### config.mk
export PLATFORM = sky130hd
export DESIGN_NAME = pipe_register
export DESIGN_NICKNAME = d
export VERILOG_FILES = /design/src/rtl/pipe_register.sv
export SDC_FILE = /design/constraint.sdc
export NUM_CORES = 1
export LEC_CHECK = 0
export ABC_AREA = 1
export BUFFER_PORTS_ARGS = -buffer_cell sky130_fd_sc_hd__buf_2
export CAP_MARGIN = 30
export CORE_ASPECT_RATIO = 1.25
export CORE_MARGIN = 2
export CORE_UTILIZATION = 30
export CTS_CLUSTER_DIAMETER = 40
export DETAILED_ROUTE_END_ITERATION = 16
export GPL_TIMING_DRIVEN = 1
export SKIP_LAST_GASP = 1
export SYNTH_ARGS = -nofsm -noshare
export SYNTH_HDL_FRONTEND = slang
export SYNTH_SLANG_ARGS = --single-unit
### constraint.sdc
create_clock -name clk -period 2 [get_ports clk]
set_input_delay 0.4 -clock clk [delete_from_list [all_inputs] [get_ports clk]]
set_output_delay 0.4 -clock clk [all_outputs]
set_load 0.02 [all_outputs]
### src/rtl/pipe_register.sv
// pipe_register
// -------------
// Parameterised D-type storage element: the basic state primitive of the
// pipeline. It is used for stage registers, single-bit decode flags that must
// survive stalls but die on a flush, and one-shot "just left reset" markers.
//
// Parameters
//   WIDTH      bit width of D and Q (1 and up)
//   RESET_VAL  value forced onto Q by reset and by the synchronous clear;
//              declared WIDTH bits wide so an override is truncated or
//              zero-extended to WIDTH
//
// Ports
//   clk    in   1      rising-edge clock
//   rst_l  in   1      asynchronous reset, active HIGH despite the name;
//                      while 1, Q is held at RESET_VAL
//   en     in   1      load enable: 1 = capture D at the edge, 0 = hold
//   clear  in   1      synchronous clear: 1 = load RESET_VAL at the edge,
//                      wins over en (a flush overrides a stall)
//   D      in   WIDTH  next-state data, taken bit-for-bit
//   Q      out  WIDTH  registered value, driven only by the flop
//
// There is no handshake and no state other than Q.

module pipe_register #(
    parameter int unsigned      WIDTH     = 32,
    parameter logic [WIDTH-1:0] RESET_VAL = '0
) (
    input  logic             clk,
    input  logic             rst_l,
    input  logic             en,
    input  logic             clear,
    input  logic [WIDTH-1:0] D,
    output logic [WIDTH-1:0] Q
);

    // The port keeps its historical name, but the reset is active-high:
    // rst_l = 1 forces Q to RESET_VAL immediately, without a clock edge.
    // Because the reset is in the sensitivity list, a load that is pending
    // when reset arrives is simply discarded.
    always_ff @(posedge clk or posedge rst_l) begin
        if (rst_l) begin
            Q <= RESET_VAL;
        end else if (clear) begin
            Q <= RESET_VAL;
        end else if (en) begin
            Q <= D;
        end
    end

endmodule

Word level (Yosys, flattened, before mapping)
Index checks and enable logic that the tools add are counted.
Widths: inputs -> output; s select.
{"block": "word_totals", "in_bits": 36, "regBits": 32, "elab_cells": 4, "output_inout_bits": 32}
{"block": "classes", "n_mux": 2, "reduce_logical": 1}
{"op": "$mux 32", "n": 2}
{"op": "$reduce_bool 2->1", "n": 1}

Logic depth before layout (Yosys ltp)
Gate-level depths: netlist of run 1.
{"block": "depth", "ltp_word": 2, "depth_mapped": 5, "ltp_nobuf": 3}

Worst setup path after synthesis of run 1
No wires, ideal clock.
{"block": "synth_timing", "path_kind": "input port to flip-flop", "startpoint": "in en", "endpoint": "reg Q[0]", "arrival_ns": 0.899, "setup_slack_ns": 1.036, "n_path_buf": 2, "t_required_ns": 1.935, "path_stages": 5, "setup_ns": 0.065, "path_cell_list": "buf_2 -> nor2_4 -> buf_4 -> nand2_1 -> nand2_1"}
{"block": "synth_via", "elab_chain_len": 1}
{"item": "from (decl)", "line": "31", "text": "input logic en,"}
{"item": "$reduce_bool 2->1 (no line)"}
{"item": "to (signal assigned)", "line": "43", "text": "Q <= RESET_VAL;"}
{"item": "to (signal assigned)", "line": "45", "text": "Q <= RESET_VAL;"}
{"item": "to (signal assigned)", "line": "47", "text": "Q <= D;"}
{"item": "to (decl)", "line": "34", "text": "output logic [WIDTH-1:0] Q"}
No other way between the ends.
A chain may end at the register's enable or synchronous reset.

Final worst setup path of run 1
{"block": "layout_timing", "startpoint": "reg Q[0]", "endpoint": "out Q[0]"}
No word-level cell between the ends.

==> results of run 1 <==
==> stage by stage <==
step	util, %	setup WS, ns	cells	hold slack [ns]	instance area, µm²
floorplan	-	0.909	141	0.516	1320
global placement	38.7	0.691	259	0.450	1680
detailed placement	38.7	0.675	259	0.453	1680
CTS	40.8	0.762	267	0.205	1770
global route	40.8	0.736	267	0.235	1770
finish	40.8	0.785	267	0.203	1770
==> final timing paths <==
path	endpoint	cells after the start	slack, ns	from
min in group clk	Q[23]	3	0.35	D[23]
min reg2reg	Q[14]	2	0.46	Q[14]
max in group asynchronous	Q[13]	3	1.50	rst_l
min	Q[9]	3	0.20	rst_l
max	Q[0]	1	0.78	Q[0]
max reg2reg	Q[0]	2	1.39	Q[0]
==> layer usage <==
metal  part of all wire, %  track usage [%]
met2                    48             21.5
met3                   6.9             3.87
met5                     0                0
met1                    44             15.7
met4                   1.8             6.52
==> synthesized netlist by cell type, drive strengths merged <==
cell type / count / area, µm²
nand2: 64 / 240
dfrtp: 32 / 801
nand3: 32 / 185
buf: 10 / 78.8
inv: 2 / 7.50
nor2: 1 / 11.3
==> cells by family (layout without fill, tap and decap cells) <==
family	after synthesis	count (layout)	synth area share [%]
AND/OR/NAND/NOR	97	97	33.0
buffers and inverters	12	80	6.52
flip-flops	32	32	60.5
==> power by group through the flow <==
stage	Clock (mW)	Combinational, mW	Sequential, mW
2_1_floorplan	0	0.0798	0.759
3_3_place_gp	0	0.206	0.713
3_5_place_dp	0	0.208	0.713
4_1_cts	0.514	0.208	0.702
5_1_grt	0.541	0.227	0.706
6_report	0.488	0.203	0.701
==> layout make-up <==
cell class                      count  share of cell area, %
Inverter                            2                  0.425
Clock buffer                        8                   5.10
Sequential cell                    32                   45.4
Multi-Input combinational cell     97                   24.7
Timing Repair Buffer               70                   20.3
Tap cell                           58                   4.11
==> flow_summary.ini, run 1 <==
[run_status]
status = finished clean

[power]
cellPowerDensity_nw_per_um2 = 789
pwr-share-seq_pct = 50.4
vdd_ir_drop_max_v = 0.000412
power.share.clock_pct = 35.1
switching_share_pct = 25.6
p_leak_nw = 1.06
combPwrFrac_pct = 14.6
internal-power_mw = 1.04
p_sw_mw = 0.357
finalPower_mw = 1.39

[route]
final_antenna_net_count = 0
first_iter_violations = 49
vias_per_cell = 4.31
drc = 0
drt_pass1_iterations = 4
dr_total_vias = 1151
wl_per_cell_um = 11.1
wl_um = 2970

[logic_synthesis]
yosysSeqAreaShare_pct = 60.5
avgSynthCellArea_um2 = 9.39
postSynthRegisterBits = 32
yosysWarnings = 0
synth_cell_types = 10
synthCells = 141
syn-num-nets = 177
synthesis.area_um2 = 1320

[final_layout]
drive_gt1_share_pct = 39.7
fill_cells = 515
max_flop_register = Q
multi_input_area_um2 = 437
final_net_count = 244
largest_register_ff_count = 32
final_cell_mix = 67 x buf_2, 64 x nand2_1, 32 x dfrtp_1
final_common_cell = buf_2
regArea_um2 = 801
biggestRegsByFlops = Q: 32 flops
num_antenna_cells = 0
area_growth_syn_to_layout_pct = 33.4

[critical_path]
worstSetupStartpointType = flip-flop
critPathBufInv = 1
critical-path-slowest-cell = dfrtp_1
worst-path-max-fanout = 2
endpoint_kind = output port
worstSetupPathType = reg2out
crit_family = flip-flops
cp.arrival_ns = 0.82
worst_ep_required_time_ns = 1.60
cpPeakStageDelay_ns = 0.38
path_cells = buf_2

[timing]
hold_viol_final = 0
finClkSkew_ns = 0
period_needed_ns = 1.22
tightestPinTransition_ns = 0.562
fin_setup_tns_ns = 0
rsz0062_at_grt = no
period_share_pct = 60.8
final-setup-viol-count = 0
relSlewSlack_pct = 62.5
fmax_ghz = 0.823
drv_slew = 0

[job]
cap_violations = 0

[floorplanning]
fp.dieArea_um2 = 4960
initial_core_util_pct = 30.6
core_area_um2 = 4320
ios = 68
fp-row-count = 27
chipWidth_um = 63.4
die_y_um = 78.3

[clock_tree]
clockBufferDepth = 2
holdBufCountCts = 0
clkLatencyLatePin_ns = 0.27
cts_tree = built
htreeDepth = 2
root_buffer = clkbuf_8
cts_setup_buffers = 0
cts_resized = 0
path_clk_slew_ns = 0.06
cts_made_buffers = 5
cts.sinks = 32

[worst_hold_path]
min_path_type = in2async

[placed_design]
dp_hpwl_um = 2030
port-buffer-count = 67
routabilityCongestion = 0.706

[global_routing]
grt_max_degree = 33
grt_pass1_vias = 1131
grt-ovfl-total = 0
track_usage_pct = 13.1
grt_antenna_before_repair = 0
grt_pass1_wl_um = 5130
(Power assumes the default switching activity.)
==> run 2, diff against run 1 <==
==> constraint.sdc (replaced) <==
create_clock -name clk -period 1.1 [get_ports clk]
set_input_delay 0.22 -clock clk [delete_from_list [all_inputs] [get_ports clk]]
set_output_delay 0.22 -clock clk [all_outputs]
set_load 0.02 [all_outputs]
==> run 2 against run 1 <==
Compared with the run above:
- critical endpoint is now Q[2]
- critical path depth unchanged
- highest routed layer unchanged
- final cell count is 1.1% higher
- wire length is 0.10% higher
==> flow_summary.ini, run 2 (synthesis results as in run 1) <==
[power]
cellPowerDensity_nw_per_um2 = 1400
vdd_ir_drop_max_v = 0.000443
p_leak_nw = 1.09

[clock_tree]
clockBufferDepth = 2
clkLatencyLatePin_ns = 0.27
cts_tree = built
cts_made_buffers = 5
root_buffer = clkbuf_8
cts_setup_buffers = 0
htreeDepth = 2
path_clk_slew_ns = 0.06
cts.sinks = 32

[run_status]
status = finished clean

[global_routing]
grt_pass1_wl_um = 5000
met1_usage_pct = 14.8
grt_max_degree = 33
grtUsageMet2_pct = 21.2
busiest_layer = met2
grt_antenna_before_repair = 0
grt_use_met3_pct = 4.30
grt_pass1_vias = 1124
track_usage_pct = 12.9
grt-ovfl-total = 0

[critical_path]
r2r_setup_slack_ns = 0.48
worstSetupPathType = reg2out
endpoint_kind = output port
path_cells = buf_2
worst_ep_required_time_ns = 0.88
worst-path-max-fanout = 2
cp_num_cells = 1
reg2reg_depth = 2
reg2reg_to = Q[22]
r2r_start = Q[22]
crit_family = flip-flops
crit_end = Q[2]
critical-path-slowest-cell = dfrtp_1
cp.arrival_ns = 0.82
worstSetupStartpointType = flip-flop
critPathBufInv = 1
cpPeakStageDelay_ns = 0.39
worstSetupStartpoint = Q[2]

[timing]
finClkSkew_ns = 0
tightestPinTransition_ns = 0.199
timing.final.ws_setup_ns = 0.0580
drv_slew = 0
hold_viol_final = 0
fin_setup_tns_ns = 0
hold-worst-slack_ns = 0.170
period_needed_ns = 1.04
fmax_ghz = 0.960
relSlewSlack_pct = 86.7
period_share_pct = 94.7
rsz0062_at_grt = no
final-setup-viol-count = 0

[final_layout]
fill_cells = 488
biggestRegsByFlops = Q: 32 flops
largest_register_ff_count = 32
utilization_pct = 42.3
final_common_cell = buf_2
multi_input_area_um2 = 437
final_cell_mix = 67 x buf_2, 64 x nand2_1, 32 x dfrtp_1
drive_gt1_share_pct = 40.1
regArea_um2 = 801
num_antenna_cells = 0
max_flop_register = Q
area_growth_syn_to_layout_pct = 38.1
final_net_count = 247

[route]
first_iter_violations = 44
final_antenna_net_count = 0
dr_total_vias = 1148
drt_pass1_iterations = 4
wl_per_cell_um = 11.0
drc = 0
wl_um = 2980
vias_per_cell = 4.25

[job]
cap_violations = 0

[floorplanning]
fp.dieArea_um2 = 4960
fp-row-count = 27
initial_core_util_pct = 30.6
die_y_um = 78.3
core_area_um2 = 4320
ios = 68
chipWidth_um = 63.4

[placed_design]
routabilityCongestion = 0.733
post-place-ws_ns = 0.231
dp_hpwl_um = 2060
port-buffer-count = 67

[worst_hold_path]
min_path_type = in2reg
## run 2: final cells by class
class                   count  area share [%]
multi-input cells          97            23.9
clock buffers               8            4.93
repair buffers             73            23.0
inverters                   2           0.411
flip-flops and latches     32            43.8
well taps                  58            3.97
## run 2: per-layer routing
metal / part of all wire, % / wire length, µm
met2: 49 / 1450
met3: 5.9 / 177
met4: 2.1 / 63
met1: 43 / 1280
met5: 0 / 0
## run 2: through the flow
step	std cells	total power [mW]	cell area, µm²
3_3_place_gp	261	1.69	1730
4_1_cts	270	2.62	1830
6_report	270	2.56	1830
3_5_place_dp	261	1.70	1730
5_1_grt	270	2.71	1830
2_1_floorplan	141	1.53	1320
## run 2: worst min-delay path by stage
stage	from	to	slack, ns	cells after the start
2_1_floorplan	rst_l	Q[0]	0.34	1
3_3_place_gp	rst_l	Q[9]	0.27	3
3_5_place_dp	rst_l	Q[19]	0.28	3
4_1_cts	D[3]	Q[3]	0.16	3
5_1_grt	D[1]	Q[1]	0.16	3
6_report	D[3]	Q[3]	0.17	3
## run 2: power breakdown
group	internal (mW)	leakage, nW	switching [mW]
registers	1.24	0.426	0.0330
clock network	0.509	0.0455	0.382
logic	0.154	0.620	0.242
## run 2: repair_timing
item,4_1_cts,5_1_grt
hold buffers,1,0
resized for setup,0,0
setup endpoints to repair,0,0
endpoints found under the hold margin,32,0
==> run 3, diff against run 2 <==
--- a/config.mk
+++ b/config.mk
@@ -5,7 +5,6 @@
 export SDC_FILE = /design/constraint.sdc
 export NUM_CORES = 1
 export LEC_CHECK = 0
-export ABC_AREA = 1
 export BUFFER_PORTS_ARGS = -buffer_cell sky130_fd_sc_hd__buf_2
 export CAP_MARGIN = 30
 export CORE_ASPECT_RATIO = 1.25
==> run 3 against run 2 <==
Compared with the run above:
- via count is 14% lower
- largest power group unchanged
- wire length decreased by 8.5%
- utilization is 0.95 points higher
==> flow_summary.ini, run 3 <==
[power]
pwr-share-seq_pct = 43.8
cellPowerDensity_nw_per_um2 = 1560
p_leak_nw = 1.08
combPwrFrac_pct = 14.5
vdd_ir_drop_max_v = 0.000748
switching_share_pct = 23.6
power.share.clock_pct = 41.7
internal-power_mw = 2.23
p_sw_mw = 0.687

[critical_path]
reg2reg_depth = 2
critical-path-slowest-cell = dfrtp_1
crit_family = flip-flops
worstSetupStartpointType = flip-flop
r2r_start = Q[26]
cp_num_cells = 1
cp.arrival_ns = 0.83
worst-path-max-fanout = 2
endpoint_kind = output port
reg2reg_to = Q[26]
path_cells = buf_2
worstSetupPathType = reg2out
worst_ep_required_time_ns = 0.88
critPathBufInv = 1
crit_end = Q[10]
cpPeakStageDelay_ns = 0.38
r2r_setup_slack_ns = 0.41
worstSetupStartpoint = Q[10]

[clock_tree]
cts.sinks = 32
path_clk_slew_ns = 0.07
clkLatencyLatePin_ns = 0.28
htreeDepth = 2
root_buffer = clkbuf_8
cts_setup_buffers = 0
cts_made_buffers = 5
cts_tree = built
clockBufferDepth = 2

[floorplanning]
initial_core_util_pct = 30.7
fp-row-count = 27
chipWidth_um = 63.5
core_area_um2 = 4320
die_y_um = 78.4
fp.dieArea_um2 = 4980
ios = 68

[route]
vias_per_cell = 4.20
drt_pass1_iterations = 3
final_antenna_net_count = 0
dr_total_vias = 988
first_iter_violations = 8
wl_um = 2720
wl_per_cell_um = 11.6
drc = 0

[final_layout]
area_growth_syn_to_layout_pct = 40.8
multi_input_area_um2 = 440
biggestRegsByFlops = Q: 32 flops
final_cell_mix = 67 x buf_2, 32 x dfrtp_1, 32 x mux2i_1, 32 x nor2_1, 7 x clkbuf_8
final_common_cell = buf_2
drive_gt1_share_pct = 44.6
fill_cells = 450
num_antenna_cells = 0
max_flop_register = Q
final_net_count = 212
regArea_um2 = 801
largest_register_ff_count = 32
fin_area_um2 = 1870

[timing]
tightestPinTransition_ns = 0.150
finClkSkew_ns = 0
fin_setup_tns_ns = 0
fmax_ghz = 0.957
hold_viol_final = 0
drv_slew = 0
period_needed_ns = 1.05
relSlewSlack_pct = 89.7
final-setup-viol-count = 0
rsz0062_at_grt = no
period_share_pct = 95.0

[logic_synthesis]
synth-edff-count = 0
avgSynthCellArea_um2 = 12.8
synthesis.area_um2 = 1330
synth_cell_types = 7
ys.flop_type = dfrtp_1
synth_area_leaders = dfrtp_1 60%, mux2i_1 24%, nor2_1 9.0%, buf_12 4.5%, buf_6 0.85%
yosysSeqAreaShare_pct = 60.3
synthCells = 104
synthTopCellsByCount = 32 x dfrtp_1, 32 x mux2i_1, 32 x nor2_1, 3 x buf_12, 3 x clkbuf_1
synth_top_cell_by_area = dfrtp_1
yosysWarnings = 0
syn-num-nets = 140
ys_async_sr_fraction_pct = 100
postSynthRegisterBits = 32
synth_top_area_share_pct = 60.3

[global_routing]
grt_pass1_vias = 1015
grt_max_degree = 33
track_usage_pct = 11.6
grt_antenna_before_repair = 0
grt_pass1_wl_um = 4500
grt-ovfl-total = 0

[placed_design]
routabilityCongestion = 0.677
port-buffer-count = 67
dp_hpwl_um = 1910
dpl-instance-area_um2 = 1730

[job]
cap_violations = 0

[run_status]
status = finished clean

[worst_hold_path]
min_path_type = in2reg
## run 3: changes by cell type in the layout (fill, tap and decap cells not counted), sizes merged
| cell | delta |
|---|---|
| buf | -1 |
| bufinv | +1 |
| clkbuf | -1 |
| inv | -1 |
| mux2i | +32 |
| nand2 | -64 |
| nand3 | -32 |
| nor2 | +31 |
## run 3: worst min path at each step
stage	start	endpoint	slack (ns)	depth (start not counted)
final	D[7]	Q[7]	0.18	3
after global routing	D[10]	Q[10]	0.19	3
after CTS	D[7]	Q[7]	0.17	3
after detailed placement	rst_l	Q[20]	0.27	3
after global placement	rst_l	Q[17]	0.27	3
after floorplan	clear	Q[10]	0.29	1
## run 3: power groups by stage
stage	clock network, mW	registers, mW	logic, mW
5_1_grt	1.33	1.28	0.464
2_1_floorplan	0	1.38	0.179
3_3_place_gp	0	1.30	0.425
6_report	1.22	1.28	0.424
4_1_cts	1.27	1.28	0.433
3_5_place_dp	0	1.30	0.431
## run 3: stage by stage
step | total power [mW] | std cells | setup slack (ns) | utilization (%) | hold WS [ns]
after floorplan | 1.56 | 104 | 0.189 | - | 0.286
after global placement | 1.72 | 226 | 0.178 | 40.1 | 0.271
after detailed placement | 1.73 | 226 | 0.161 | 40.1 | 0.274
after CTS | 2.98 | 235 | 0.0358 | 43.2 | 0.173
after global routing | 3.07 | 235 | 0.00593 | 43.2 | 0.188
final | 2.92 | 235 | 0.0546 | 43.2 | 0.184
## run 3: layer usage
metal  part of all wire, %  wire, µm  up-vias  GRT usage, %
li1                      -         -      484             -
met1                    44      1210      461          14.2
met2                    47      1290       38          18.7
met3                   6.5       176        5          4.15
met4                   1.7        45        0          4.57
met5                     0         0        -             0
## run 3: area by class of cell
cell class,count,share of cell area [%]
inverter,1,0.201
timing repair buffer,72,22.8
clock buffer,7,5.15
sequential,32,42.8
tap,58,3.88
multi-input combinational,64,23.6
clock inverter,1,1.61
## run 3: timing repair
action / in CTS / in global routing
setup endpoints to repair: 0 / 0
hold endpoints to repair: 32 / 0
resized for setup: 0 / 0
hold buffers: 1 / 0
## run 3: cells by family (layout without fill, tap and decap cells)
logic type,after synthesis,after routing,synth area share (%)
buffers and inverters,8,81,6.50
DFF,32,32,60.3
muxes,32,32,24.1
and+or+nand+nor,32,32,9.05
